==> config.mk <==
export PLATFORM = sky130hd
export DESIGN_NAME = fifo_wr_arb
export DESIGN_NICKNAME = d
export VERILOG_FILES = /design/src/rtl/fifo_arb_pkg.sv /design/src/rtl/fifo_wr_arb_rr_pick2.sv /design/src/rtl/fifo_wr_arb.sv
export SDC_FILE = /design/constraint.sdc
export NUM_CORES = 1
export LEC_CHECK = 0
export BUFFER_PORTS_ARGS = -buffer_cell sky130_fd_sc_hd__buf_4
export CORE_ASPECT_RATIO = 1.1
export CORE_MARGIN = 8
export CORE_UTILIZATION = 35
export CTS_BUF_LIST = sky130_fd_sc_hd__clkbuf_16
export CTS_CLUSTER_DIAMETER = 40
export DETAILED_ROUTE_END_ITERATION = 8
export GPL_TIMING_DRIVEN = 1
export PLACE_DENSITY = 0.75
export SLEW_MARGIN = 20
export SYNTH_ARGS = -nofsm -noshare
export SYNTH_HDL_FRONTEND = slang
export SYNTH_SLANG_ARGS = --single-unit
==> constraint.sdc <==
create_clock -name clk -period 1.8 [get_ports clk]
set_clock_uncertainty 0.1 [all_clocks]
set_input_delay 0.09 -clock clk [delete_from_list [all_inputs] [get_ports clk]]
set_output_delay 0.09 -clock clk [all_outputs]
set_load 0.01 [all_outputs]
==> src/rtl/fifo_arb_pkg.sv <==
// Shared types and constants for the two-requester FIFO write arbiter.
package fifo_arb_pkg;

  typedef enum logic [1:0] {
    IDLE = 2'b00,
    OWN0 = 2'b01,
    OWN1 = 2'b10,
    HALT = 2'b11
  } arb_state_e;

  localparam logic SRC0 = 1'b0;
  localparam logic SRC1 = 1'b1;

  localparam int BEAT_CNT_W = 4;
  localparam int STATS_W    = 8;

  function automatic arb_state_e own_state(input logic id);
    return id ? OWN1 : OWN0;
  endfunction

endpackage

==> src/rtl/fifo_wr_arb_rr_pick2.sv <==
// Two-way round-robin pick: the requester that was not served last wins a tie.
module rr_pick2
  import fifo_arb_pkg::*;
(
  input  logic req0,
  input  logic req1,
  input  logic rr_last,
  output logic gnt_vld,
  output logic gnt_id
);

  always_comb begin
    gnt_vld = req0 | req1;
    gnt_id  = SRC0;
    if (req0 && req1) begin
      gnt_id = ~rr_last;
    end else if (req1) begin
      gnt_id = SRC1;
    end
  end

endmodule

==> src/rtl/fifo_wr_arb.sv <==
// Round-robin write arbiter with bounded lock bursts in front of the 4-entry FIFO.
// FIFO_ARB_STATS_EN adds saturating per-requester accepted-beat counters.
//
// state | meaning
// IDLE  | no owner; arbitrate, no write this cycle
// OWN0  | requester 0 owns the FIFO write port
// OWN1  | requester 1 owns the FIFO write port
// HALT  | FIFO error seen; writes blocked until reset
module fifo_wr_arb
  import fifo_arb_pkg::*;
#(
  parameter int DATA_W    = 16,
  parameter int MAX_BURST = 4
) (
  input  logic              clk,
  input  logic              rst,
  input  logic              req0,
  input  logic              lock0,
  input  logic [DATA_W-1:0] data0,
  output logic              ack0,
  input  logic              req1,
  input  logic              lock1,
  input  logic [DATA_W-1:0] data1,
  output logic              ack1,
  input  logic              fifo_full,
  input  logic              fifo_err,
  output logic              data_in_valid,
  output logic [DATA_W-1:0] fifo_data,
  output logic              src_id,
`ifdef FIFO_ARB_STATS_EN
  output logic [STATS_W-1:0] beats0,
  output logic [STATS_W-1:0] beats1,
`endif
  output logic              arb_err
);

  localparam logic [BEAT_CNT_W-1:0] LAST_BEAT = BEAT_CNT_W'(MAX_BURST - 1);

  arb_state_e            state_q, state_d;
  logic                  rr_last_q, rr_last_d;
  logic [BEAT_CNT_W-1:0] beat_cnt_q, beat_cnt_d;
  logic                  arb_err_q, arb_err_d;

  logic pick_last, pick_vld, pick_id;
  logic owning, own_id, own_req, own_lock, wr_en, release_grant;

  // While owning, the release pick treats the current owner as last served.
  always_comb begin
    owning    = (state_q == OWN0) || (state_q == OWN1);
    own_id    = (state_q == OWN1);
    own_req   = own_id ? req1  : req0;
    own_lock  = own_id ? lock1 : lock0;
    pick_last = owning ? own_id : rr_last_q;
  end

  rr_pick2 u_pick (
    .req0    (req0),
    .req1    (req1),
    .rr_last (pick_last),
    .gnt_vld (pick_vld),
    .gnt_id  (pick_id)
  );

  always_comb begin
    wr_en         = owning & own_req & ~fifo_full;
    data_in_valid = wr_en;
    ack0          = wr_en & ~own_id;
    ack1          = wr_en & own_id;
    src_id        = wr_en ? own_id : SRC0;
    fifo_data     = '0;
    if (wr_en) begin
      fifo_data = own_id ? data1 : data0;
    end
  end

  always_comb begin
    state_d       = state_q;
    rr_last_d     = rr_last_q;
    beat_cnt_d    = beat_cnt_q;
    arb_err_d     = arb_err_q;
    release_grant = 1'b0;

    case (state_q)
      IDLE: begin
        if (pick_vld) begin
          state_d = own_state(pick_id);
        end
      end
      OWN0, OWN1: begin
        // A full FIFO with req held falls through here: grant and count hold.
        if (!own_req) begin
          release_grant = 1'b1;
        end else if (wr_en) begin
          if (!own_lock || (beat_cnt_q == LAST_BEAT)) begin
            release_grant = 1'b1;
          end else begin
            beat_cnt_d = beat_cnt_q + 1'b1;
          end
        end
        if (release_grant) begin
          rr_last_d  = own_id;
          beat_cnt_d = '0;
          state_d    = pick_vld ? own_state(pick_id) : IDLE;
        end
      end
      default: begin
        arb_err_d = 1'b1;
      end
    endcase

    if (fifo_err) begin
      state_d   = HALT;
      arb_err_d = 1'b1;
    end
  end

  always_ff @(posedge clk or negedge rst) begin
    if (!rst) begin
      state_q    <= IDLE;
      rr_last_q  <= SRC1;
      beat_cnt_q <= '0;
      arb_err_q  <= 1'b0;
    end else begin
      state_q    <= state_d;
      rr_last_q  <= rr_last_d;
      beat_cnt_q <= beat_cnt_d;
      arb_err_q  <= arb_err_d;
    end
  end

  assign arb_err = arb_err_q;

`ifdef FIFO_ARB_STATS_EN
  logic [STATS_W-1:0] beats0_q, beats0_d;
  logic [STATS_W-1:0] beats1_q, beats1_d;

  // No acks are issued in HALT, so the counters freeze there on their own.
  always_comb begin
    beats0_d = beats0_q;
    beats1_d = beats1_q;
    if (ack0 && (beats0_q != '1)) begin
      beats0_d = beats0_q + STATS_W'(1);
    end
    if (ack1 && (beats1_q != '1)) begin
      beats1_d = beats1_q + STATS_W'(1);
    end
  end

  always_ff @(posedge clk or negedge rst) begin
    if (!rst) begin
      beats0_q <= '0;
      beats1_q <= '0;
    end else begin
      beats0_q <= beats0_d;
      beats1_q <= beats1_d;
    end
  end

  assign beats0 = beats0_q;
  assign beats1 = beats1_q;
`endif

endmodule

==> results.py <==
metrics = {
    "synthesis": {
        "ys_types": 32,
        "syn_nets": 128,
        "synth_fa_ha_area_share_pct": 6.494,
        "yosys.area_share.simple_pct": 19.16,
        "synth_top_family_by_area": "compound AO/OA/AOI/OAI gates",
        "synthTopCellsByArea": "dfrtp_1 23%, a22o_1 18%, ha_1 6.5%, nand2_1 4.4%, mux2_2 4.4%",
        "syn-cell-area_sq_um": 770.7,
        "synthMuxAreaShare_pct": 7.468,
        "postSynthCellCount": 84,
        "yosysTopAreaCell": "dfrtp_1",
        "yosys_warnings": 0,
        "ys_seq_area_share_pct": 26.14,
        "synth-seq-cells": 8,
        "avgSynthCellArea_sq_um": 9.175,
        "yosysTopAreaCellShare_pct": 22.73,
        "synthXorXnorAreaFrac_pct": 0,
        "synth_compound_area_share_pct": 32.14,
    },
    "job": {
        "maxCapViolCount": 0,
    },
    "sta": {
        "relSlewSlack_pct": 78.39,
        "tightestPinTransition_ns": 0.3235,
        "max_freq_mhz": 556.6,
        "period_share_pct": 99.82,
        "period_needed_ns": 1.797,
        "rsz0062_at_grt": "true",
        "report.final.slew_viol_count": 0,
        "hold_violations": 0,
        "setup_violations": 0,
    },
    "layout": {
        "final_core_util_pct": 70.78,
        "final_layout_size_suffix_gt1_share_pct": 63.75,
        "area_growth_pct": 98.54,
        "layout.cells.non_filler": 190,
        "final.fill_count": 165,
        "nets": 205,
        "n_antenna_cell": 0,
    },
    "place": {
        "place.gp.congestion": 0.7988,
        "placement.io_buffers": 60,
        "dpl.hpwl_mm": 2.547,
        "dp_cells": 176,
    },
    "floorplanning": {
        "die_height_microns": 65.22,
        "rows": 18,
        "dieArea_sq_mm": 0.003961,
        "initial_core_util_pct": 35.65,
        "pin_count": 61,
        "core-area_sq_mm": 0.002162,
        "die_w_microns": 60.74,
    },
    "power_and_ir_drop": {
        "p_leak_nw": 0.7517,
        "vdd_ir_drop_max_mv": 0.9415,
        "power.density_mw_per_mm2": 824.0,
    },
    "critical_path": {
        "arrival_ns": 1.61,
        "critPathSlowestCell": "dfrtp_2",
        "worstSetupEndpointType": "primary output",
        "critPathKind": "reg -> out",
        "crit_path_start_kind": "flip-flop",
        "critPathRequiredTime_ns": 1.61,
        "path_cells": "ha_4 -> buf_6 -> and4bb_4 -> a22o_1 -> buf_4",
        "regToRegSetupSlack_ns": 0.05,
        "crit_fanout": 6,
        "slowest_delay_ns": 0.43,
    },
    "outcome": {
        "status": "completed",
    },
    "worst_hold_path": {
        "hold_class": "in -> reg",
    },
    "detailed_routing": {
        "viasPerCell": 5.447,
        "vias": 1035,
        "drt_iter0_markers": 42,
        "postRouteAntennaNets": 0,
        "drtPass1Iterations": 4,
        "avgRoutedWirePerCell_microns": 18.66,
        "wirelength_mm": 3.546,
        "drc": 0,
    },
    "clock_tree": {
        "h-tree-depth": 1,
        "clock-sinks": 8,
        "cts_made_buffers": 3,
        "cts_tree": "yes",
        "cts-root-buf": "clkbuf_16",
        "path_clk_slew_ns": 0.04,
        "clockBufferDepth": 2,
        "clk_latency_ns": 0.23,
    },
    "grt": {
        "grt_util_all_layers_pct": 16.19,
        "grt_pass1_wl_mm": 5.071,
        "antenna_found_initial": 0,
        "grt_pass1_vias": 1005,
        "overflow": 0,
        "grt_max_degree": 11,
    },
}
[layout by cell type (no fill, tap or decap), types with 2 or more instances in the layout]
cell / n
inv_2: 2
dlygate4sd3_1: 2
and4bb_4: 2
mux2_2: 3
o21ai_0: 3
and4_4: 3
a21oi_2: 2
o221ai_2: 2
ha_4: 2
inv_1: 5
clkbuf_16: 3
nor2b_1: 3
buf_4: 68
buf_6: 5
o21ai_1: 2
ha_1: 2
a22o_1: 16
dfrtp_1: 6
nor2_1: 2
nand2_1: 9
[area by class of cell]
cell class | instances | area [sq um] | share of cell area [%]
repair buffers | 75 | 586.8 | 38.35
clock inverters | 1 | 3.754 | 0.2453
inverters | 6 | 22.52 | 1.472
flip-flops and latches | 8 | 202.7 | 13.25
clock buffers | 3 | 75.07 | 4.906
multi-input cells | 67 | 601.8 | 39.33
well taps | 30 | 37.54 | 2.453
[synthesized netlist by cell type, drive strengths merged]
cell type  instances
a22o              16
nand2              9
buf                7
dfrtp              7
inv                6
o21ai              5
ha                 4
a21oi              3
mux2               3
nor2b              3
mux2i              2
nor2               2
o221ai             2
a221o              1
a22oi              1
a32o               1
and3               1
and4               1
and4bb             1
dfstp              1
nand3              1
nor3               1
nor3b              1
nor4b              1
o22ai              1
or2                1
or3                1
or3b               1
[state kept, by name (all words and copies together) (netlist names)]
register    flops
rr_last_q       1
arb_err         1
state_q         2
beat_cnt_q      4
[kinds of logic after synthesis]
family,after synthesis
AO/OA/AOI/OAI,30
adder cells (fa/ha/maj),4
buffers and inverters,13
flip-flops,8
multiplexers,5
AND/OR/NAND/NOR,24
[repair_timing]
item,in CTS,in global routing
setup buffers,0,4
endpoints found under the hold margin,11,0
pin swaps,7,15
gates cloned,3,1
resized for setup,12,11
hold buffers,2,0
setup endpoints to repair,24,24
[layer usage]
metal	global-route usage (%)	wire length, microns
met3	5.859	481
met2	28.57	1672
met1	17.44	1361
met5	0	0
met4	4.373	30
[metrics by stage]
stage	instance area, sq um	setup slack [ns]	setup TNS [ns]	total power, mW	hold WS (ns)
floorplan	773.2	-0.01741	-0.01741	0.5375	-0.3056
global placement	1282	0.03767	0	0.7299	-0.1885
CTS	1458	-0.01707	-0.09947	1.200	0.1100
finish	1530	0.003305	0	1.261	0.1038
global route	1530	-0.06636	-0.7996	1.343	0.1288
detailed placement	1282	-0.03283	-0.06606	0.7563	-0.1862
[critical path: cells and delay by family (launching register included)]
kind	cells	cell delay, ns
flops	1	0.43
buf+inv	2	0.25
compound gates	1	0.16
simple gates	1	0.34
fa+ha+maj	1	0.20
[power by group]
group          switching, mW  leakage, nW  internal (mW)
registers             0.0543       0.0883          0.239
logic                  0.257        0.621          0.336
clock network         0.0858       0.0423          0.289
total                  0.397        0.752          0.864
[path summary, 6_finish.rpt]
kind	from	cells past startpoint	to
max in group asynchronous	rst	2	rr_last_q
setup / recovery	state_q[1]	5	fifo_data[5]
min in group asynchronous	rst	2	beat_cnt_q[2]
hold reg to reg	arb_err	1	arb_err
hold / removal	fifo_full	3	beat_cnt_q[3]
setup reg to reg	state_q[1]	5	rr_last_q
No activity file was read; power rests on OpenSTA's default activity.
